`config.mk`:
```
export PLATFORM = sky130hd
export DESIGN_NAME = vga_sync_rx_flat
export DESIGN_NICKNAME = d
export VERILOG_FILES = /design/src/rtl/vga_sync_rx_if.sv /design/src/rtl/vga_sync_rx.sv /design/src/flat_wrapper.sv
export SDC_FILE = /design/constraint.sdc
export NUM_CORES = 1
export LEC_CHECK = 0
export CAP_MARGIN = 20
export CORE_ASPECT_RATIO = 1.2
export CORE_MARGIN = 8
export CORE_UTILIZATION = 40
export CTS_BUF_LIST = sky130_fd_sc_hd__clkbuf_4 sky130_fd_sc_hd__clkbuf_8
export CTS_CLUSTER_SIZE = 30
export DETAILED_ROUTE_END_ITERATION = 10
export PLACE_DENSITY = 0.67
export SLEW_MARGIN = 20
export SYNTH_ARGS = -nofsm -noshare
export SYNTH_HDL_FRONTEND = slang
export SYNTH_SLANG_ARGS = --single-unit
```
`constraint.sdc`:
```
create_clock -name clk -period 6.9 [get_ports clk]
set_clock_uncertainty 0.05 [all_clocks]
set_input_delay 1.38 -clock clk [delete_from_list [all_inputs] [get_ports clk]]
set_output_delay 1.38 -clock clk [all_outputs]
set_load 0.005 [all_outputs]
```
`src/rtl/vga_sync_rx_if.sv`:
```
// vga_sync_rx_if
//   Bundles the incoming VGA sync pair and the recovered raster outputs.
//   master : drives hsync/vsync and observes the recovered raster
//            (a sync source, or a bench).
//   slave  : the receiver; samples hsync/vsync and drives everything else.
//   Signals:
//     hsync, vsync  active-low sync inputs, asynchronous to the receiver clock
//     pixel_x/y     recovered raster position
//     pix_tick      one-clock pixel strobe
//     video_on      active-area flag, only while locked
//     locked        stream tracked in both axes
//     sync_err      one-clock pulse per timing mismatch seen while locked
//     err_count     saturating count of sync_err pulses
//     dbg_state     receiver FSM state (0 SEARCH, 1 H_TRACK, 2 V_TRACK, 3 LOCKED)
interface vga_sync_rx_if;
   logic       hsync;
   logic       vsync;
   logic [9:0] pixel_x;
   logic [9:0] pixel_y;
   logic       pix_tick;
   logic       video_on;
   logic       locked;
   logic       sync_err;
   logic [7:0] err_count;
   logic [1:0] dbg_state;

   modport master (
      output hsync, vsync,
      input  pixel_x, pixel_y, pix_tick, video_on, locked, sync_err,
             err_count, dbg_state
   );

   modport slave (
      input  hsync, vsync,
      output pixel_x, pixel_y, pix_tick, video_on, locked, sync_err,
             err_count, dbg_state
   );
endinterface

```
`src/rtl/vga_sync_rx.sv`:
```
// vga_sync_rx
//   Recovers pixel phase and raster position from an incoming active-low
//   hsync/vsync pair, locks onto it and reports timing errors while locked.
//   Ports:
//     clk  system clock (DIV clocks per pixel)
//     rst  asynchronous active-high reset
//     bus  vga_sync_rx_if.slave: sync inputs in, raster/status outputs out
module vga_sync_rx #(
   parameter int DIV          = 4,
   parameter int H_TOTAL      = 800,
   parameter int H_ACTIVE     = 640,
   parameter int H_SYNC_START = 656,
   parameter int H_SYNC_WIDTH = 96,
   parameter int V_TOTAL      = 525,
   parameter int V_ACTIVE     = 480,
   parameter int V_SYNC_START = 490,
   parameter int LOCK_LINES   = 4
) (
   input  logic         clk,
   input  logic         rst,
   vga_sync_rx_if.slave bus
);
   localparam int PW = (DIV > 1) ? $clog2(DIV) : 1;
   localparam int GW = $clog2(LOCK_LINES + 1);
   localparam logic [PW-1:0] P_LAST    = PW'(DIV - 1);
   localparam logic [9:0]    X_LAST    = 10'(H_TOTAL - 1);
   localparam logic [9:0]    Y_LAST    = 10'(V_TOTAL - 1);
   localparam logic [9:0]    HS_FALL_X = 10'(H_SYNC_START);
   localparam logic [9:0]    HS_RISE_X = 10'(H_SYNC_START + H_SYNC_WIDTH);
   localparam logic [9:0]    VS_FALL_Y = 10'(V_SYNC_START);
   localparam logic [9:0]    X_ACT     = 10'(H_ACTIVE);
   localparam logic [9:0]    Y_ACT     = 10'(V_ACTIVE);
   localparam logic [GW-1:0] GOOD_MAX  = GW'(LOCK_LINES);

   typedef enum logic [1:0] {
      SEARCH  = 2'd0,
      H_TRACK = 2'd1,
      V_TRACK = 2'd2,
      LOCKED  = 2'd3
   } state_t;

   state_t          state_q, state_d;
   logic [GW-1:0]   good_q, good_d;
   logic [PW-1:0]   p_q, p_d, p_e;
   logic [9:0]      x_q, x_d, x_e;
   logic [9:0]      y_q, y_d, y_e;
   logic            hs_meta_q, hs_sync_q, hs_last_q;
   logic            vs_meta_q, vs_sync_q, vs_last_q;
   logic            h_seen_q, h_seen_d, v_seen_q, v_seen_d;
   logic            locked_q, sync_err_q, err_d;
   logic [7:0]      err_cnt_q;
   logic            h_rl, v_rl;
   logic            pix_tick;
   logic            hs_fall, hs_rise, vs_fall;
   logic            h_fall_ok, h_rise_ok, v_fall_ok;
   logic            h_miss, v_miss, h_bad, v_bad;

   // Two-flop synchronizers plus one edge register; idle level is high.
   always_ff @(posedge clk or posedge rst) begin
      if (rst) begin
         hs_meta_q <= 1'b1;
         hs_sync_q <= 1'b1;
         hs_last_q <= 1'b1;
         vs_meta_q <= 1'b1;
         vs_sync_q <= 1'b1;
         vs_last_q <= 1'b1;
      end else begin
         hs_meta_q <= bus.hsync;
         hs_sync_q <= hs_meta_q;
         hs_last_q <= hs_sync_q;
         vs_meta_q <= bus.vsync;
         vs_sync_q <= vs_meta_q;
         vs_last_q <= vs_sync_q;
      end
   end

   assign hs_fall  = hs_last_q & ~hs_sync_q;
   assign hs_rise  = ~hs_last_q & hs_sync_q;
   assign vs_fall  = vs_last_q & ~vs_sync_q;
   assign pix_tick = (p_q == P_LAST);

   // Edge checks use the counters as they stand, before any reload.
   assign h_fall_ok = (x_q == HS_FALL_X) && (p_q == '0);
   assign h_rise_ok = (x_q == HS_RISE_X) && (p_q == '0);
   assign v_fall_ok = (y_q == VS_FALL_Y) && (x_q == '0) && (p_q == '0);

   // A line (frame) with no sync fall is caught at the last clock of the
   // pixel where that fall should have been seen.
   assign h_miss = pix_tick && (x_q == HS_FALL_X) && !h_seen_q && !hs_fall;
   assign v_miss = pix_tick && (x_q == '0) && (y_q == VS_FALL_Y) &&
                   !v_seen_q && !vs_fall;
   assign h_bad  = (hs_fall && !h_fall_ok) || (hs_rise && !h_rise_ok) || h_miss;
   assign v_bad  = (vs_fall && !v_fall_ok) || v_miss;

   always_comb begin
      h_seen_d = h_seen_q;
      v_seen_d = v_seen_q;
      if (hs_fall)                             h_seen_d = 1'b1;
      else if (pix_tick && (x_q == HS_FALL_X)) h_seen_d = 1'b0;
      if (vs_fall)                                             v_seen_d = 1'b1;
      else if (pix_tick && (x_q == '0) && (y_q == VS_FALL_Y)) v_seen_d = 1'b0;
   end

   // Next state. Horizontal events are resolved before vertical ones, so a
   // vsync fall in H_TRACK sees the good-line count already updated.
   always_comb begin
      state_d = state_q;
      good_d  = good_q;
      h_rl    = 1'b0;
      v_rl    = 1'b0;
      err_d   = 1'b0;
      case (state_q)
         SEARCH: begin
            if (hs_fall) begin
               h_rl    = 1'b1;
               good_d  = '0;
               state_d = H_TRACK;
            end
         end
         H_TRACK: begin
            if (hs_fall) begin
               if (h_fall_ok) begin
                  if (good_q != GOOD_MAX) good_d = good_q + 1'b1;
               end else begin
                  h_rl   = 1'b1;
                  good_d = '0;
               end
            end
            if (vs_fall && (good_d == GOOD_MAX)) begin
               v_rl    = 1'b1;
               state_d = V_TRACK;
            end
         end
         V_TRACK: begin
            if (h_bad) begin
               h_rl    = hs_fall;
               good_d  = '0;
               state_d = H_TRACK;
            end else if (vs_fall) begin
               if (v_fall_ok) state_d = LOCKED;
               else           v_rl    = 1'b1;
            end
         end
         LOCKED: begin
            if (h_bad || v_bad) begin
               err_d = 1'b1;
               // An offending hsync fall doubles as the new acquisition edge.
               if (hs_fall) begin
                  h_rl    = 1'b1;
                  good_d  = '0;
                  state_d = H_TRACK;
               end else begin
                  state_d = SEARCH;
               end
            end
         end
         default: state_d = SEARCH;
      endcase
   end

   // A reload makes the current clock count as pixel phase 0 of the sync
   // position, so an in-phase reload leaves the counters undisturbed.
   always_comb begin
      p_e = h_rl ? '0 : p_q;
      x_e = h_rl ? HS_FALL_X : x_q;
      y_e = v_rl ? VS_FALL_Y : y_q;
      p_d = p_e + 1'b1;
      x_d = x_e;
      y_d = y_e;
      if (p_e == P_LAST) begin
         p_d = '0;
         if (x_e == X_LAST) begin
            x_d = '0;
            y_d = (y_e == Y_LAST) ? '0 : y_e + 1'b1;
         end else begin
            x_d = x_e + 1'b1;
         end
      end
   end

   always_ff @(posedge clk or posedge rst) begin
      if (rst) begin
         state_q    <= SEARCH;
         good_q     <= '0;
         p_q        <= '0;
         x_q        <= '0;
         y_q        <= '0;
         h_seen_q   <= 1'b0;
         v_seen_q   <= 1'b0;
         locked_q   <= 1'b0;
         sync_err_q <= 1'b0;
         err_cnt_q  <= '0;
      end else begin
         state_q    <= state_d;
         good_q     <= good_d;
         p_q        <= p_d;
         x_q        <= x_d;
         y_q        <= y_d;
         h_seen_q   <= h_seen_d;
         v_seen_q   <= v_seen_d;
         locked_q   <= (state_d == LOCKED);
         sync_err_q <= err_d;
         if (err_d && (err_cnt_q != 8'hFF)) err_cnt_q <= err_cnt_q + 1'b1;
      end
   end

   assign bus.pixel_x   = x_q;
   assign bus.pixel_y   = y_q;
   assign bus.pix_tick  = pix_tick;
   assign bus.video_on  = locked_q && (x_q < X_ACT) && (y_q < Y_ACT);
   assign bus.locked    = locked_q;
   assign bus.sync_err  = sync_err_q;
   assign bus.err_count = err_cnt_q;
   assign bus.dbg_state = state_q;
endmodule

```
`src/flat_wrapper.sv`:
```
// flat-port wrapper written by rule: the top's interface ports become plain ports
module vga_sync_rx_flat 
#(
   parameter int DIV          = 4,
   parameter int H_TOTAL      = 800,
   parameter int H_ACTIVE     = 640,
   parameter int H_SYNC_START = 656,
   parameter int H_SYNC_WIDTH = 96,
   parameter int V_TOTAL      = 525,
   parameter int V_ACTIVE     = 480,
   parameter int V_SYNC_START = 490,
   parameter int LOCK_LINES   = 4
)
  (clk, rst, bus_hsync, bus_vsync, bus_pixel_x, bus_pixel_y, bus_pix_tick, bus_video_on, bus_locked, bus_sync_err, bus_err_count, bus_dbg_state);
  vga_sync_rx_if bus_i ();
  input  logic clk;
  input  logic rst;
  input wire logic [$bits(bus_i.hsync)-1:0] bus_hsync;
  input wire logic [$bits(bus_i.vsync)-1:0] bus_vsync;
  output wire logic [$bits(bus_i.pixel_x)-1:0] bus_pixel_x;
  output wire logic [$bits(bus_i.pixel_y)-1:0] bus_pixel_y;
  output wire logic [$bits(bus_i.pix_tick)-1:0] bus_pix_tick;
  output wire logic [$bits(bus_i.video_on)-1:0] bus_video_on;
  output wire logic [$bits(bus_i.locked)-1:0] bus_locked;
  output wire logic [$bits(bus_i.sync_err)-1:0] bus_sync_err;
  output wire logic [$bits(bus_i.err_count)-1:0] bus_err_count;
  output wire logic [$bits(bus_i.dbg_state)-1:0] bus_dbg_state;
  assign bus_i.hsync = bus_hsync;
  assign bus_i.vsync = bus_vsync;
  assign bus_pixel_x = bus_i.pixel_x;
  assign bus_pixel_y = bus_i.pixel_y;
  assign bus_pix_tick = bus_i.pix_tick;
  assign bus_video_on = bus_i.video_on;
  assign bus_locked = bus_i.locked;
  assign bus_sync_err = bus_i.sync_err;
  assign bus_err_count = bus_i.err_count;
  assign bus_dbg_state = bus_i.dbg_state;
  vga_sync_rx #(.DIV(DIV), .H_TOTAL(H_TOTAL), .H_ACTIVE(H_ACTIVE), .H_SYNC_START(H_SYNC_START), .H_SYNC_WIDTH(H_SYNC_WIDTH), .V_TOTAL(V_TOTAL), .V_ACTIVE(V_ACTIVE), .V_SYNC_START(V_SYNC_START), .LOCK_LINES(LOCK_LINES)) u_core (.clk(clk), .rst(rst), .bus(bus_i));
endmodule
```
==> flow_summary.toml, run 1 <==
[outcome]
outcome = "finished, final reports clean"

[floorplanning]
coreArea_mm2 = 0.00637
dieHeight_um = 104
die_w_um = 89.5
start_util = 0.408
rows = 32
die_area_mm2 = 0.00934
ios = 38

[finish]
drive_gt1_frac = 0.125
n_antenna_cell = 0
n_fill_cell = 590
final_common_cell = "dfrtp_1"
nets = 325
register_area_mm2 = 0.00113
finish.utilization = 0.496
layout_common_cells = "dfrtp_1 (39), clkdlybuf4s50_1 (37), nand2_1 (28)"
multi_input_area_mm2 = 0.00138
synthToLayoutAreaGrowth_pct = 21.7

[global_route]
grt_max_degree = 46
grt_pass1_vias = 2173
track_usage = 0.138
gr-total-overflow = 0
antenna_found_initial = 0
grt_pass1_wl_mm = 10.3

[synthesis]
synth_top_area_share = 0.376
syn_area_per_cell_um2 = 9.58
synth_area_leaders = "dfrtp_1 (38%), dfstp_2 (6.1%), ha_1 (4.8%)"
yosys.area.top_type = "dfrtp_1"
yosysSeqAreaShare = 0.437
synth-seq-cells = 45
synth_area_mm2 = 0.00260
synth_warnings = 0
synthCells = 271
synth_cell_types = 61
syn-num-nets = 285
synth-edff-count = 0
ys.flop_type = "dfrtp_1"
postSynth.asyncResetShare = 1.00

[worst_setup_path]
crit_buf_inv = 0
path_max_fanout = 13
arrival_ns = 4.76
startpoint = "u_core.hs_last_q$_DFF_PP1_"
cp-end-kind = "flop"
critPathLaunchType = "flop"
path_cells = "nor2b_1, o32a_2, nand2_4, o21ai_0, a31oi_1, nor2b_1, ha_1, nand4_1, nor3b_1, and4_1, nand2_1, nor3_1, xnor2_1, nand2_1"
cpLargestDelayFamily = "simple AND/OR/NAND/NOR gates"
critical_path_required_ns = 7.04
timing.rr.start = "u_core.hs_last_q$_DFF_PP1_"
max_stage_delay_ns = 0.68
path_class = "reg2reg"
critPathSlowestCell = "nor2b_1"

[power]
intPower_mw = 0.464
switching_share = 0.310
power_frac_seq = 0.458
p_clk_frac = 0.289
leakagePower_nw = 1.34
p_comb_frac = 0.253
p_per_area_mw_per_mm2 = 213
p_sw_mw = 0.209
vdd_drop_max_uv = 92.4

[route]
ant_nets = 0
wl_per_cell_um = 15.2
wl_mm = 6.01
num_vias = 2184
viasPerCell = 5.52
drc = 0
drt_pre_antenna_iters = 5
first_iter_violations = 65

[clock_network]
cts_resized = 0
cts_tree = "yes"
htreeDepth = 2
cts.sinks = 45
clk_pin_slew_ns = 0.09
hold_buffers = 0
cts_made_buffers = 5
post-cts-setup-buffers = 0
cts-root-buf = "clkbuf_8"
clk_latency_ns = 0.30
clockBufferDepth = 2

[place]
dpl.hpwl_mm = 4.42
io_buffers = 37
gp_congestion = 0.863

[sta]
period_minus_slack_ns = 4.62
maxSlewViolCount = 0
hold_violations = 0
finalCritPeriodShare = 0.669
fmax_ghz = 0.217
timing.hold.ws_ns = 0.308
grt_setup_unrepaired = "false"
tightest_slew_ns = 0.978
relSlewSlack = 0.345
setup_violations = 0
setup_tns_ns = 0

[flow_run]
drv_cap = 0

[worst_hold_path]
min_from = "u_core.hs_meta_q$_DFF_PP1_"
hp-class = "reg2reg"
==> Yosys cell counts, types with 3 or more instances <==
cell type and n:
and2_1 3, ha_1 10, nand2_1 28, nor3_1 13, nand2b_1 7, nand4_1 8
xnor2_1 8, o21ai_0 16, dfstp_2 6, nor2_1 18, nand2_2 3, nand3_1 11
and3_1 3, a21oi_1 7, xor2_1 9, inv_1 17, or2_2 3, nor2b_1 4
and4b_1 3, dfrtp_1 39
==> registers in the layout (all words and copies together), names as in the netlist, 2 cells and up <==
| name | cells |
|---|---|
| u_core.bus.dbg_state | 2 |
| u_core.bus.pixel_x | 10 |
| u_core.bus.err_count | 8 |
| u_core.bus.pixel_y | 10 |
| u_core.good_q | 3 |
| u_core.p_q | 2 |
==> per-stage QoR <==
stage / area, um2 / instances / setup WS (ns) / power (mW)
6_report: 3160 / 396 / 2.28 / 0.673
5_1_grt: 3160 / 396 / 1.79 / 0.715
4_1_cts: 3160 / 396 / 2.32 / 0.682
3_5_place_dp: 3060 / 389 / 2.34 / 0.483
3_3_place_gp: 3060 / 389 / 2.50 / 0.478
2_1_floorplan: 2600 / 271 / 3.23 / 0.425
==> per-layer routing <==
layer,GRT usage,up-vias,part of all wire
met3,0.0379,24,0.071
met1,0.164,1031,0.43
met4,0.0608,0,0.023
met5,0,-,0
li1,-,1046,-
met2,0.223,83,0.47
==> final cells by class <==
class                      count  share of cell area
timing repair buffer          37               0.117
tap                           85              0.0337
inverter                      17              0.0206
clock buffer                   5              0.0218
sequential                    45               0.359
clock inverter                 2              0.0111
multi-input combinational    205               0.437
==> cells by family after synthesis <==
family,Yosys count,share of synthesized area
AOI/OAI and AO/OA,48,0.127
xor gates and xnor gates,17,0.0574
adders and majority gates,10,0.0482
buffers and inverters,21,0.0313
DFF,45,0.437
muxes,3,0.0120
and+or+nand+nor,127,0.288
==> path summary, 6_finish.rpt <==
kind                                                endpoint  slack (ns)  cells after the start
setup / recovery             u_core.bus.pixel_y[6]$_DFF_PP0_        2.28                     14
hold / removal                    u_core.hs_sync_q$_DFF_PP1_        0.31                      0
setup reg to reg             u_core.bus.pixel_y[6]$_DFF_PP0_        2.28                     14
hold reg to reg                   u_core.hs_sync_q$_DFF_PP1_        0.31                      0
max in group asynchronous  u_core.bus.dbg_state[1]$_DFF_PP0_        4.87                      2
min in group asynchronous       u_core.good_q[0]$_DFFE_PP0P_        1.46                      2
==> power by group through the flow <==
| stage | logic (mW) | clock network (mW) | registers (mW) |
|---|---|---|---|
| 6_report | 0.170 | 0.194 | 0.308 |
| 5_1_grt | 0.191 | 0.212 | 0.312 |
| 4_1_cts | 0.171 | 0.202 | 0.309 |
| 3_5_place_dp | 0.170 | 0 | 0.313 |
| 3_3_place_gp | 0.164 | 0 | 0.314 |
| 2_1_floorplan | 0.116 | 0 | 0.309 |
Note: power is estimated with default switching activity, not from simulation.
==> run 2, diff against run 1 <==
--- a/config.mk
+++ b/config.mk
@@ -12,7 +12,7 @@
 export CTS_BUF_LIST = sky130_fd_sc_hd__clkbuf_4 sky130_fd_sc_hd__clkbuf_8
 export CTS_CLUSTER_SIZE = 30
 export DETAILED_ROUTE_END_ITERATION = 10
-export PLACE_DENSITY = 0.67
+export PLACE_DENSITY = 0.69
 export SLEW_MARGIN = 20
 export SYNTH_ARGS = -nofsm -noshare
 export SYNTH_HDL_FRONTEND = slang
==> constraint.sdc (replaced) <==
create_clock -name clk -period 4 [get_ports clk]
set_clock_uncertainty 0.05 [all_clocks]
set_input_delay 0.8 -clock clk [delete_from_list [all_inputs] [get_ports clk]]
set_output_delay 0.8 -clock clk [all_outputs]
set_load 0.005 [all_outputs]
==> run 2 against run 1 <==
- setup slack lost 1.9 ns
- hold slack is essentially flat
- count of clock-buffer cells in the layout grew 2
- critical endpoint is now u_core.bus.pixel_y[4]$_DFF_PP0_
- non-clock buffer count grew 8
- largest power group unchanged
- register-to-register slack lost 1.9 ns
- utilization grew 1.6 points
==> flow_summary.toml, run 2 (synthesized netlist as in run 1, its figures left out) <==
[global_route]
gr-total-overflow = 0
top_usage_layer = "met2"
grt_max_degree = 46
grt_pass1_vias = 2173
grt_pass1_wl_mm = 10.5
grtUsageMet1 = 0.178
grt.met2_usage = 0.226
grt.met3_usage = 0.0269
track_usage = 0.139
antenna_found_initial = 0

[finish]
final_common_cell = "dfrtp_1"
register_area_mm2 = 0.00113
drive_gt1_frac = 0.169
n_antenna_cell = 0
n_fill_cell = 600
synthToLayoutAreaGrowth_pct = 25.6
finish.utilization = 0.512
finalNonFillerCells = 405
nets = 333
layout_common_cells = "dfrtp_1 (39), clkdlybuf4s50_1 (37), nand2_1 (28)"
final_area_mm2 = 0.00326
multi_input_area_mm2 = 0.00141

[worst_setup_path]
critPathLaunchType = "flop"
path_max_fanout = 9
cp-end-kind = "flop"
critical_path_required_ns = 4.19
reg2reg_slack_ns = 0.39
arrival_ns = 3.80
path_class = "reg2reg"

[sta]
setup_tns_ns = 0
relSlewSlack = 0.475
timing.hold.ws_ns = 0.307
hold_violations = 0
maxSlewViolCount = 0
setup_violations = 0
finalCritPeriodShare = 0.903
period_minus_slack_ns = 3.61
tightest_slew_ns = 0.787
fin_ws_ns = 0.388
fmax_ghz = 0.277

[clock_network]
cts_tree = "yes"
clk_latency_ns = 0.30
htreeDepth = 2
clockBufferDepth = 2
cts-root-buf = "clkbuf_8"
clk_pin_slew_ns = 0.09
cts_made_buffers = 5
cts.sinks = 45

[route]
wl_per_cell_um = 15.7
num_vias = 2241
wl_mm = 6.35
viasPerCell = 5.53
first_iter_violations = 81
drt_pre_antenna_iters = 4
drc = 0
ant_nets = 0

[place]
io_buffers = 37
dp_cells = 395
dpl.hpwl_mm = 4.66
place_area_mm2 = 0.00310
gp_congestion = 0.897
place_ws_ns = 0.0823

[power]
vdd_drop_max_uv = 219
finalPower_mw = 1.22
leakagePower_nw = 1.39
p_per_area_mw_per_mm2 = 373

[floorplanning]
start_util = 0.408
die_area_mm2 = 0.00934
die_w_um = 89.5
dieHeight_um = 104
coreArea_mm2 = 0.00637
rows = 32
ios = 38

[worst_hold_path]
hp-class = "reg2reg"

[flow_run]
drv_cap = 0

[outcome]
outcome = "finished, final reports clean"
## run 2: cell types whose count changed in the layout (fill, tap and decap cells not counted), sizes merged
cell,delta
clkbuf,+2
buf,+8
clkinv,-1
## run 2: worst max-delay path, stage by stage, from the launching register on
cell     delay [ns]
dfrtp_1        0.46
nor4_4         0.40
and4b_1        0.26
o32a_2         0.20
nand2_4        0.09
o21ai_2        0.17
a31oi_2        0.17
nor2b_1        0.18
ha_2           0.25
nand4_1        0.15
nor3b_2        0.21
and4_2         0.32
buf_4          0.18
nand4_1        0.12
nor3_1         0.20
a21oi_1        0.06
nor2_1         0.08
## run 2: worst paths after layout
check,start,end,cells after the start
setup reg to reg,u_core.bus.pixel_x[2]$_DFF_PP0_,u_core.bus.pixel_y[4]$_DFF_PP0_,16
min in group asynchronous,rst,u_core.good_q[0]$_DFFE_PP0P_,2
max in group asynchronous,rst,u_core.bus.dbg_state[1]$_DFF_PP0_,2
setup / recovery,u_core.bus.pixel_x[2]$_DFF_PP0_,u_core.bus.pixel_y[4]$_DFF_PP0_,16
hold / removal,u_core.hs_meta_q$_DFF_PP1_,u_core.hs_sync_q$_DFF_PP1_,0
hold reg to reg,u_core.hs_meta_q$_DFF_PP1_,u_core.hs_sync_q$_DFF_PP1_,0
## run 2: power by group
part	leakage, nW	switching [mW]	internal (mW)
clock	0.0619	0.156	0.211
sequential	0.576	0.0448	0.490
combinational	0.755	0.173	0.143
total	1.39	0.373	0.844
## run 2: final cells by class
cell class                 count  area share
clock inverter                 1     0.00921
multi-input combinational    205       0.431
timing repair buffer          45       0.132
clock buffer                   7      0.0276
tap                           85      0.0326
sequential                    45       0.348
inverter                      17      0.0200
## run 2: what timing repair did
item                       CTS  global route
resized for setup            0             7
hold buffers                 0             0
setup buffers                0             2
setup endpoints to repair    0            12
## run 2: per-layer routing
layer  routed length (um)  up-vias  share of wire
li1                     -     1059              -
met1                 2730     1107           0.43
met2                 3200       66           0.50
met3                  329        9          0.052
met4                   89        0          0.014
met5                    0        -              0
==> run 3, diff against run 2 <==
--- a/config.mk
+++ b/config.mk
@@ -13,7 +13,7 @@
 export CTS_CLUSTER_SIZE = 30
 export DETAILED_ROUTE_END_ITERATION = 10
 export PLACE_DENSITY = 0.69
-export SLEW_MARGIN = 20
+export SLEW_MARGIN = 40
 export SYNTH_ARGS = -nofsm -noshare
 export SYNTH_HDL_FRONTEND = slang
 export SYNTH_SLANG_ARGS = --single-unit
==> run 3 against run 2 <==
- cell count is the same
- non-clock buffer count stayed put
- largest cell class unchanged
- largest power group unchanged
- routed wire length did not move
==> flow_summary.toml, run 3 (synthesized netlist as in run 1, its figures left out) <==
[route]
ant_nets = 0
viasPerCell = 5.53
wl_mm = 6.35
routed.top_layer = "met4"
wl_per_cell_um = 15.7
wl_met2_mm = 3.20
drt-met1-wl_mm = 2.73
num_vias = 2241
drc = 0
first_iter_violations = 81
met3RoutedLength_um = 329
drt_pre_antenna_iters = 4

[worst_setup_path]
cp-end-kind = "flop"
endpoint = "u_core.bus.pixel_y[4]$_DFF_PP0_"
path_max_fanout = 9
startpoint = "u_core.bus.pixel_x[2]$_DFF_PP0_"
reg2reg_slack_ns = 0.39
r2r_end = "u_core.bus.pixel_y[4]$_DFF_PP0_"
path_cells = "nor4_4, and4b_1, o32a_2, nand2_4, o21ai_2, a31oi_2, nor2b_1, ha_2, nand4_1, nor3b_2, and4_2, buf_4, nand4_1, nor3_1, a21oi_1, nor2_1"
crit_buf_inv = 1
critPathSlowestCell = "dfrtp_1"
rr_worst_depth = 16
arrival_ns = 3.80
path_depth = 16
cpMostUsedCell = "nand4_1"
max_stage_delay_ns = 0.46
critPathLaunchType = "flop"
path_class = "reg2reg"
timing.rr.start = "u_core.bus.pixel_x[2]$_DFF_PP0_"
critical_path_required_ns = 4.19
cpLargestDelayFamily = "simple AND/OR/NAND/NOR gates"

[worst_hold_path]
hp-class = "reg2reg"

[sta]
relSlewSlack = 0.571
finalCritPeriodShare = 0.903
period_minus_slack_ns = 3.61
fmax_ghz = 0.277
maxSlewViolCount = 0
setup_violations = 0
hold_violations = 0
tightest_slew_ns = 0.634

[global_route]
grt_max_degree = 46
track_usage = 0.139
grt_pass1_vias = 2173
grt_pass1_wl_mm = 10.5
antenna_found_initial = 0
gr-total-overflow = 0

[place]
gp_congestion = 0.897
io_buffers = 37
dp_cells = 395
place_area_mm2 = 0.00310
dpl.hpwl_mm = 4.66

[clock_network]
cts.sinks = 45
cts-root-buf = "clkbuf_8"
htreeDepth = 2
cts_tree = "yes"
cts_made_buffers = 5
clk_latency_ns = 0.30
clk_pin_slew_ns = 0.09
clockBufferDepth = 2

[power]
finalPower_mw = 1.22
p_per_area_mw_per_mm2 = 373
vdd_drop_max_uv = 219
leakagePower_nw = 1.39

[finish]
n_fill_cell = 599
drive_gt1_frac = 0.169
synthToLayoutAreaGrowth_pct = 25.6
finish.utilization = 0.512
n_antenna_cell = 0
nets = 333
final_common_cell = "dfrtp_1"
finalNonFillerCells = 405
layout_common_cells = "dfrtp_1 (39), clkdlybuf4s50_1 (37), nand2_1 (28)"
final_area_mm2 = 0.00326

[floorplanning]
die_area_mm2 = 0.00934
coreArea_mm2 = 0.00637
die_w_um = 89.5
start_util = 0.408
rows = 32
ios = 38
dieHeight_um = 104

[flow_run]
drv_cap = 0

[outcome]
outcome = "finished, final reports clean"
-- run 3: final cells by class --
class	instances	area, um2	share of cell area
clock buffer	7	90.1	0.0276
clock inverter	1	30.0	0.00921
inverter	17	66.3	0.0203
multi-input combinational	205	1410	0.431
sequential	45	1130	0.348
tap	85	106	0.0326
timing repair buffer	45	430	0.132
-- run 3: how the worst min path moves through the flow --
stage                               start                    endpoint  slack, ns  cells past startpoint
2_1_floorplan  u_core.hs_meta_q$_DFF_PP1_  u_core.hs_sync_q$_DFF_PP1_       0.30                      0
3_3_place_gp   u_core.hs_meta_q$_DFF_PP1_  u_core.hs_sync_q$_DFF_PP1_       0.30                      0
3_5_place_dp   u_core.hs_meta_q$_DFF_PP1_  u_core.hs_sync_q$_DFF_PP1_       0.30                      0
4_1_cts        u_core.hs_meta_q$_DFF_PP1_  u_core.hs_sync_q$_DFF_PP1_       0.31                      0
5_1_grt        u_core.hs_meta_q$_DFF_PP1_  u_core.hs_sync_q$_DFF_PP1_       0.31                      0
6_report       u_core.hs_meta_q$_DFF_PP1_  u_core.hs_sync_q$_DFF_PP1_       0.31                      0
-- run 3: power by group --
part           total, mW  internal, mW  switching, mW
Clock              0.366         0.211          0.156
Sequential         0.535         0.490         0.0448
Combinational      0.316         0.143          0.173
-- run 3: per-layer routing --
metal | vias up | GRT usage
li1 | 1059 | -
met1 | 1107 | 0.178
met2 | 66 | 0.226
met3 | 9 | 0.0269
met4 | 0 | 0.0429
met5 | - | 0
-- run 3: timing repair --
item | CTS | global route
buffers inserted | 0 | 2
resized for setup | 0 | 7
hold buffers | 0 | 0
endpoints found under the hold margin | 0 | 0
setup endpoints to repair | 0 | 12
-- run 3: through the flow --
step,setup slack [ns],TNS [ns],hold slack (ns)
CTS,0.0761,0,0.308
finish,0.388,0,0.307
detailed placement,0.0823,0,0.297
global route,-0.0390,-0.0390,0.314
global placement,0.276,0,0.297
floorplan,0.334,0,0.295
